[config.mk]
export PLATFORM = sky130hd
export DESIGN_NAME = lh_lookup
export DESIGN_NICKNAME = d
export VERILOG_FILES = /design/src/rtl/lh_lookup.sv
export SDC_FILE = /design/constraint.sdc
export NUM_CORES = 1
export LEC_CHECK = 0
export BUFFER_PORTS_ARGS = -buffer_cell sky130_fd_sc_hd__buf_2
export CORE_UTILIZATION = 54
export CTS_CLUSTER_DIAMETER = 120
export DETAILED_ROUTE_END_ITERATION = 7
export PLACE_DENSITY = 0.84
export SYNTH_ARGS = -nofsm -noshare
export SYNTH_HDL_FRONTEND = slang
export SYNTH_SLANG_ARGS = --single-unit
[constraint.sdc]
create_clock -name clk_i -period 3.2 [get_ports clk_i]
set_clock_uncertainty 0.2 [all_clocks]
set_input_delay 0.48 -clock clk_i [delete_from_list [all_inputs] [get_ports clk_i]]
set_output_delay 0.48 -clock clk_i [all_outputs]
set_load 0.03 [all_outputs]
[src/rtl/lh_lookup.sv]
// Flow-table lookup for per-packet logic hashes: input FIFO, one-at-a-time table read, tag compare.
// Optional statistics counters are built only when LH_LOOKUP_STATS_EN is defined.
`ifndef LOGIC_HASH_NBITS
`define LOGIC_HASH_NBITS 16
`endif

module lh_lookup #(
   parameter int LOGIC_HASH_NBITS = `LOGIC_HASH_NBITS,
   parameter int TBL_AW           = 10,
   parameter int FLOW_ID_NBITS    = 12,
   parameter int FIFO_DEPTH       = 4,
   parameter int RD_LAT           = 2
) (
   input  logic                                               clk_i,
   input  logic                                               rst_i,
   input  logic                                               lh_valid_i,
   input  logic [LOGIC_HASH_NBITS-1:0]                        lh_data_i,
   output logic                                               tbl_rd_en_o,
   output logic [TBL_AW-1:0]                                  tbl_rd_addr_o,
   input  logic [LOGIC_HASH_NBITS-TBL_AW+FLOW_ID_NBITS:0]     tbl_rd_data_i,
   output logic                                               lu_valid_o,
   input  logic                                               lu_ready_i,
   output logic                                               lu_hit_o,
   output logic [FLOW_ID_NBITS-1:0]                           lu_flow_id_o,
   output logic [LOGIC_HASH_NBITS-1:0]                        lu_hash_o,
   output logic [15:0]                                        drop_cnt_o,
   output logic [15:0]                                        hit_cnt_o
);

   localparam int TAG_W = LOGIC_HASH_NBITS - TBL_AW;
   localparam int PTR_W = $clog2(FIFO_DEPTH);
   localparam int CNT_W = $clog2(RD_LAT + 1);
   localparam logic [PTR_W:0] FIFO_FULL = (PTR_W + 1)'(FIFO_DEPTH);

   typedef enum logic [1:0] {
      ST_IDLE = 2'd0,
      ST_READ = 2'd1,
      ST_RESP = 2'd2
   } state_t;

   state_t                      state_q;
   logic [LOGIC_HASH_NBITS-1:0] fifo_mem_q [FIFO_DEPTH];
   logic [PTR_W:0]              wr_ptr_q;
   logic [PTR_W:0]              rd_ptr_q;
   logic [CNT_W-1:0]            wait_cnt_q;
   logic [LOGIC_HASH_NBITS-1:0] hash_q;
   logic                        tbl_rd_en_q;
   logic                        lu_valid_q;
   logic                        lu_hit_q;
   logic [FLOW_ID_NBITS-1:0]    lu_flow_id_q;
   logic [LOGIC_HASH_NBITS-1:0] lu_hash_q;

   logic [PTR_W:0]              fifo_cnt_s;
   logic                        fifo_empty_s;
   logic                        fifo_full_s;
   logic                        pop_s;
   logic                        push_s;
   logic                        fifo_nz_d_s;
   logic [LOGIC_HASH_NBITS-1:0] head_s;
   logic                        ent_valid_s;
   logic [TAG_W-1:0]            ent_tag_s;
   logic [FLOW_ID_NBITS-1:0]    ent_flow_s;
   logic                        hit_s;

   assign fifo_cnt_s    = wr_ptr_q - rd_ptr_q;
   assign fifo_empty_s  = (fifo_cnt_s == '0);
   assign fifo_full_s   = (fifo_cnt_s == FIFO_FULL);
   assign pop_s         = (state_q == ST_IDLE) && !fifo_empty_s;
   assign push_s        = lh_valid_i && (!fifo_full_s || pop_s);
   // FIFO occupancy after this cycle, valid whenever no pop happens this cycle.
   assign fifo_nz_d_s   = !fifo_empty_s || push_s;
   assign head_s        = fifo_mem_q[rd_ptr_q[PTR_W-1:0]];
   assign tbl_rd_addr_o = head_s[TBL_AW-1:0];

   assign ent_valid_s = tbl_rd_data_i[TAG_W+FLOW_ID_NBITS];
   assign ent_tag_s   = tbl_rd_data_i[TAG_W+FLOW_ID_NBITS-1:FLOW_ID_NBITS];
   assign ent_flow_s  = tbl_rd_data_i[FLOW_ID_NBITS-1:0];
   assign hit_s       = ent_valid_s && (ent_tag_s == hash_q[LOGIC_HASH_NBITS-1:TBL_AW]);

   // Input queue: pointer update and storage write.
   always_ff @(posedge clk_i) begin
      if (rst_i) begin
         wr_ptr_q <= '0;
         rd_ptr_q <= '0;
      end else begin
         if (push_s) begin
            fifo_mem_q[wr_ptr_q[PTR_W-1:0]] <= lh_data_i;
            wr_ptr_q <= wr_ptr_q + (PTR_W + 1)'(1);
         end
         if (pop_s) begin
            rd_ptr_q <= rd_ptr_q + (PTR_W + 1)'(1);
         end
      end
   end

   // Lookup FSM with registered read strobe and result outputs.
   always_ff @(posedge clk_i) begin
      if (rst_i) begin
         state_q      <= ST_IDLE;
         tbl_rd_en_q  <= 1'b0;
         wait_cnt_q   <= '0;
         hash_q       <= '0;
         lu_valid_q   <= 1'b0;
         lu_hit_q     <= 1'b0;
         lu_flow_id_q <= '0;
         lu_hash_q    <= '0;
      end else begin
         case (state_q)
            ST_IDLE: begin
               if (pop_s) begin
                  state_q     <= ST_READ;
                  tbl_rd_en_q <= 1'b0;
                  wait_cnt_q  <= CNT_W'(RD_LAT);
                  hash_q      <= head_s;
               end else begin
                  tbl_rd_en_q <= fifo_nz_d_s;
               end
            end
            ST_READ: begin
               tbl_rd_en_q <= 1'b0;
               if (wait_cnt_q == CNT_W'(1)) begin
                  state_q      <= ST_RESP;
                  lu_valid_q   <= 1'b1;
                  lu_hit_q     <= hit_s;
                  lu_flow_id_q <= hit_s ? ent_flow_s : {FLOW_ID_NBITS{1'b0}};
                  lu_hash_q    <= hash_q;
               end else begin
                  wait_cnt_q <= wait_cnt_q - CNT_W'(1);
               end
            end
            ST_RESP: begin
               if (lu_ready_i) begin
                  state_q     <= ST_IDLE;
                  lu_valid_q  <= 1'b0;
                  tbl_rd_en_q <= fifo_nz_d_s;
               end else begin
                  tbl_rd_en_q <= 1'b0;
               end
            end
            default: begin
               state_q     <= ST_IDLE;
               tbl_rd_en_q <= 1'b0;
               lu_valid_q  <= 1'b0;
            end
         endcase
      end
   end

   assign tbl_rd_en_o  = tbl_rd_en_q;
   assign lu_valid_o   = lu_valid_q;
   assign lu_hit_o     = lu_hit_q;
   assign lu_flow_id_o = lu_flow_id_q;
   assign lu_hash_o    = lu_hash_q;

`ifdef LH_LOOKUP_STATS_EN
   logic [15:0] drop_cnt_q;
   logic [15:0] hit_cnt_q;
   logic        drop_s;
   logic        hit_xfer_s;

   assign drop_s     = lh_valid_i && fifo_full_s && !pop_s;
   assign hit_xfer_s = lu_valid_q && lu_ready_i && lu_hit_q;

   // Saturating drop and hit statistics.
   always_ff @(posedge clk_i) begin
      if (rst_i) begin
         drop_cnt_q <= 16'h0000;
         hit_cnt_q  <= 16'h0000;
      end else begin
         if (drop_s && (drop_cnt_q != 16'hFFFF)) begin
            drop_cnt_q <= drop_cnt_q + 16'h0001;
         end
         if (hit_xfer_s && (hit_cnt_q != 16'hFFFF)) begin
            hit_cnt_q <= hit_cnt_q + 16'h0001;
         end
      end
   end

   assign drop_cnt_o = drop_cnt_q;
   assign hit_cnt_o  = hit_cnt_q;
`else
   assign drop_cnt_o = 16'h0000;
   assign hit_cnt_o  = 16'h0000;
`endif

endmodule

==> metrics.txt <==
vias in the first global route=3289; area delta synth->final=22.2%; Setup violations, final=0; pin count of the biggest net entering global routing=38; commonest non-fill, non-tap cells in the layout=buf_2, nand2_1, edfxtp_1, dfxtp_1, conb_1; required time of the critical path=2.52 ns; EDFF count, synth=64; worst r2r path cells=8; Top Family by Delay on Critical Path=flip-flops; reg2reg start=wr_ptr_q[0]; Layout Cells excl Fill=640; Synth Register Bits=123; drt first pass iters=4; fmax=0.379 GHz; WL final=9.93 mm; GPL Wtd Cong=0.797; number of max-cap violations=0; first-pass GRT wire length=15.8 mm; total number of vias=3288; gr usage total=21.3%; CTS Buf Count=17; Die Y=99.7 microns; Max H-tree Level=4; Worst path max stage delay=0.77 ns; Crit Reg-Reg Endpoint=fifo_mem_q[1][15]; CP Class=register to primary output; share of post-route cells with drive strength above 1=28.2%; crit path DAT=1.96 ns; clock slew at reported path FFs=0.05 ns; syn_area_per_cell=12.9 sq um; fin util=between 60% and 70%; Post-Place Cells=585; post-synthesis instance area=between 5000 and 6000 sq um; core area=9240 sq um; PwrDens=roughly 870 nW/um^2; gr ovfl total=0; IO Pins=between 100 and 150; Setup Fix Bufs, Post-CTS=0; Rows=35; Slew Limit Fails=0; Buffers on Ports=79; Crit. End Element=primary output; top post-synthesis cells by area=edfxtp_1, dfxtp_1, mux4_2; Slowest cell on crit path=dfxtp_1; Setup TNS=0 ns; fin crit share=between 80% and 90%; DRC violations left=0; vias per inst=5.14; HP Class=primary input to register; initial core utilization=55.8%; P_leak=2.52 nW; antenna violations before repair=0; most common cell after layout, fill and taps aside=buf_2; Chip Width=99.7 microns; critical path depth in cells=2; CP Buf/Inv Count=1; CTS tree=built; Synth Instances=398; Startpoint Class=register; clock period minus worst slack=2.64 ns; sequential area share after synthesis=60.2%; clk root buf=clkbuf_8; worst-skew pair later-pin latency=a little over 0.5 ns; Main synth FF type=edfxtp_1; Max transition margin=approximately 28%; Synth cell types=50; diodes inserted=0; Hold Fails Final Rpt=0; Synth area leader=edfxtp_1; post-route ant nets=0; Synth top area share=a little under two fifths; crit path max fanout=16; peak supply drop=0.464 mV; r2r setup slk=0.72 ns; die footprint=9940 sq um; Post-DP HPWL=6.29 mm; Iter 0 DRT Violations=137; RSZ-0062 raised after global routing=false; Layout Nets=around 550; outcome=complete, no violations; Async S/R FF share, synth=0%; CP Cell Sequence=mux4_2 > buf_2; Worst-Margin Slew=1.07 ns; Yosys warnings=0; CTS max path bufs=2; Worst setup endpoint=tbl_rd_addr_o[0]; DR WL/cell=15.5 microns; CTS Sinks=about 120
state kept, by name (all words and copies together) (netlist names), named ones only:
name / flops
rd_ptr_q: 3
wait_cnt_q: 2
lu_hash_o: 16
lu_flow_id_o: 12
state_q: 2
lu_valid_o: 1
wr_ptr_q: 3
tbl_rd_en_o: 1
fifo_mem_q: 64
hash_q: 16
lu_hit_o: 1
layout make-up:
type	instances	area (sq um)
multi-input cells	237	1690
inverters	6	22.5
flip-flops and latches	123	3100
fillers	615	2940
clock buffers	24	470
well taps	129	161
clock inverters	8	141
repair buffers	113	708
how the worst min path moves through the flow:
stage                         to              from  cells past startpoint  slack (ns)
6_report         lu_flow_id_o[4]  tbl_rd_data_i[4]                      2        0.02
5_1_grt          lu_flow_id_o[4]  tbl_rd_data_i[4]                      2      0.0004
4_1_cts        fifo_mem_q[0][13]     lh_data_i[13]                      1       0.003
3_5_place_dp        lu_hash_o[2]         hash_q[2]                      2        0.25
3_3_place_gp       lu_hash_o[13]     lu_hash_o[13]                      2        0.24
2_1_floorplan       lu_hash_o[0]         hash_q[0]                      2        0.23
worst reg2reg max path: stages, from the launching register on:
cell and delay [ns]:
dfxtp_1 0.36, inv_1 0.13, ha_1 0.22, and2b_1 0.18
xnor2_1 0.13, buf_4 0.18, a21oi_1 0.28, and3_1 0.21
buf_4 0.26
cell families (layout without fill, tap and decap cells):
| family | Yosys count | count (layout) | synth area share (%) |
|---|---|---|---|
| xor gates and xnor gates | 9 | 9 | 1.53 |
| AOI/OAI and AO/OA | 49 | 49 | 6.99 |
| and+or+nand+nor | 104 | 104 | 9.27 |
| muxes | 35 | 35 | 10.7 |
| other | 1 | 32 | 0.0728 |
| adders and majority gates | 8 | 8 | 1.94 |
| buffers and inverters | 69 | 151 | 9.25 |
| DFF | 123 | 123 | 60.2 |
Yosys cell counts, types with 2 or more instances:
cell type  number
a21oi_1        22
a22o_1         12
and3_1          5
buf_2           7
buf_4          45
buf_6           3
clkbuf_1        5
dfxtp_1        59
edfxtp_1       64
ha_1            8
inv_1           5
mux2_2          2
mux2i_1        17
mux4_2         16
nand2_1        69
nand3_1         3
nand4_1         2
nor2_1          6
nor2b_1         2
nor3_1          3
o21ai_0         2
o311ai_0        2
or3_1           4
xnor2_1         9
power by group:
group,internal (W),total [W],switching [W]
Combinational,0.000627,0.00152,0.000897
Clock,0.00132,0.00196,0.000635
Sequential,0.00187,0.00202,0.000146
stage by stage:
| stage | worst slack (ns) | area [sq um] | power (W) | hold slack (ns) |
|---|---|---|---|---|
| global route | 0.468 | 6300 | 0.00574 | 0.000367 |
| finish | 0.565 | 6300 | 0.00550 | 0.0163 |
| detailed placement | 0.793 | 5460 | 0.00353 | 0.247 |
| global placement | 0.942 | 5460 | 0.00347 | 0.241 |
| floorplan | 0.842 | 5270 | 0.00340 | 0.232 |
| CTS | 0.538 | 6300 | 0.00553 | 0.00269 |
what timing repair did:
action | 4_1_cts | 5_1_grt
hold buffers | 23 | 0
endpoints found under the hold margin | 62 | 0
gates resized for setup | 0 | 0
metal layers:
layer / GRT usage, % / wire length (microns) / share of wire (%) / up-vias
met4: 7.58 / 76 / 0.77 / 0
met2: 36.7 / 5060 / 51 / 129
met5: 0 / 0 / 0 / -
li1: - / - / - / 1562
met1: 25.2 / 4230 / 43 / 1585
met3: 6.39 / 558 / 5.6 / 12
Power figures use the tool's default switching activity.
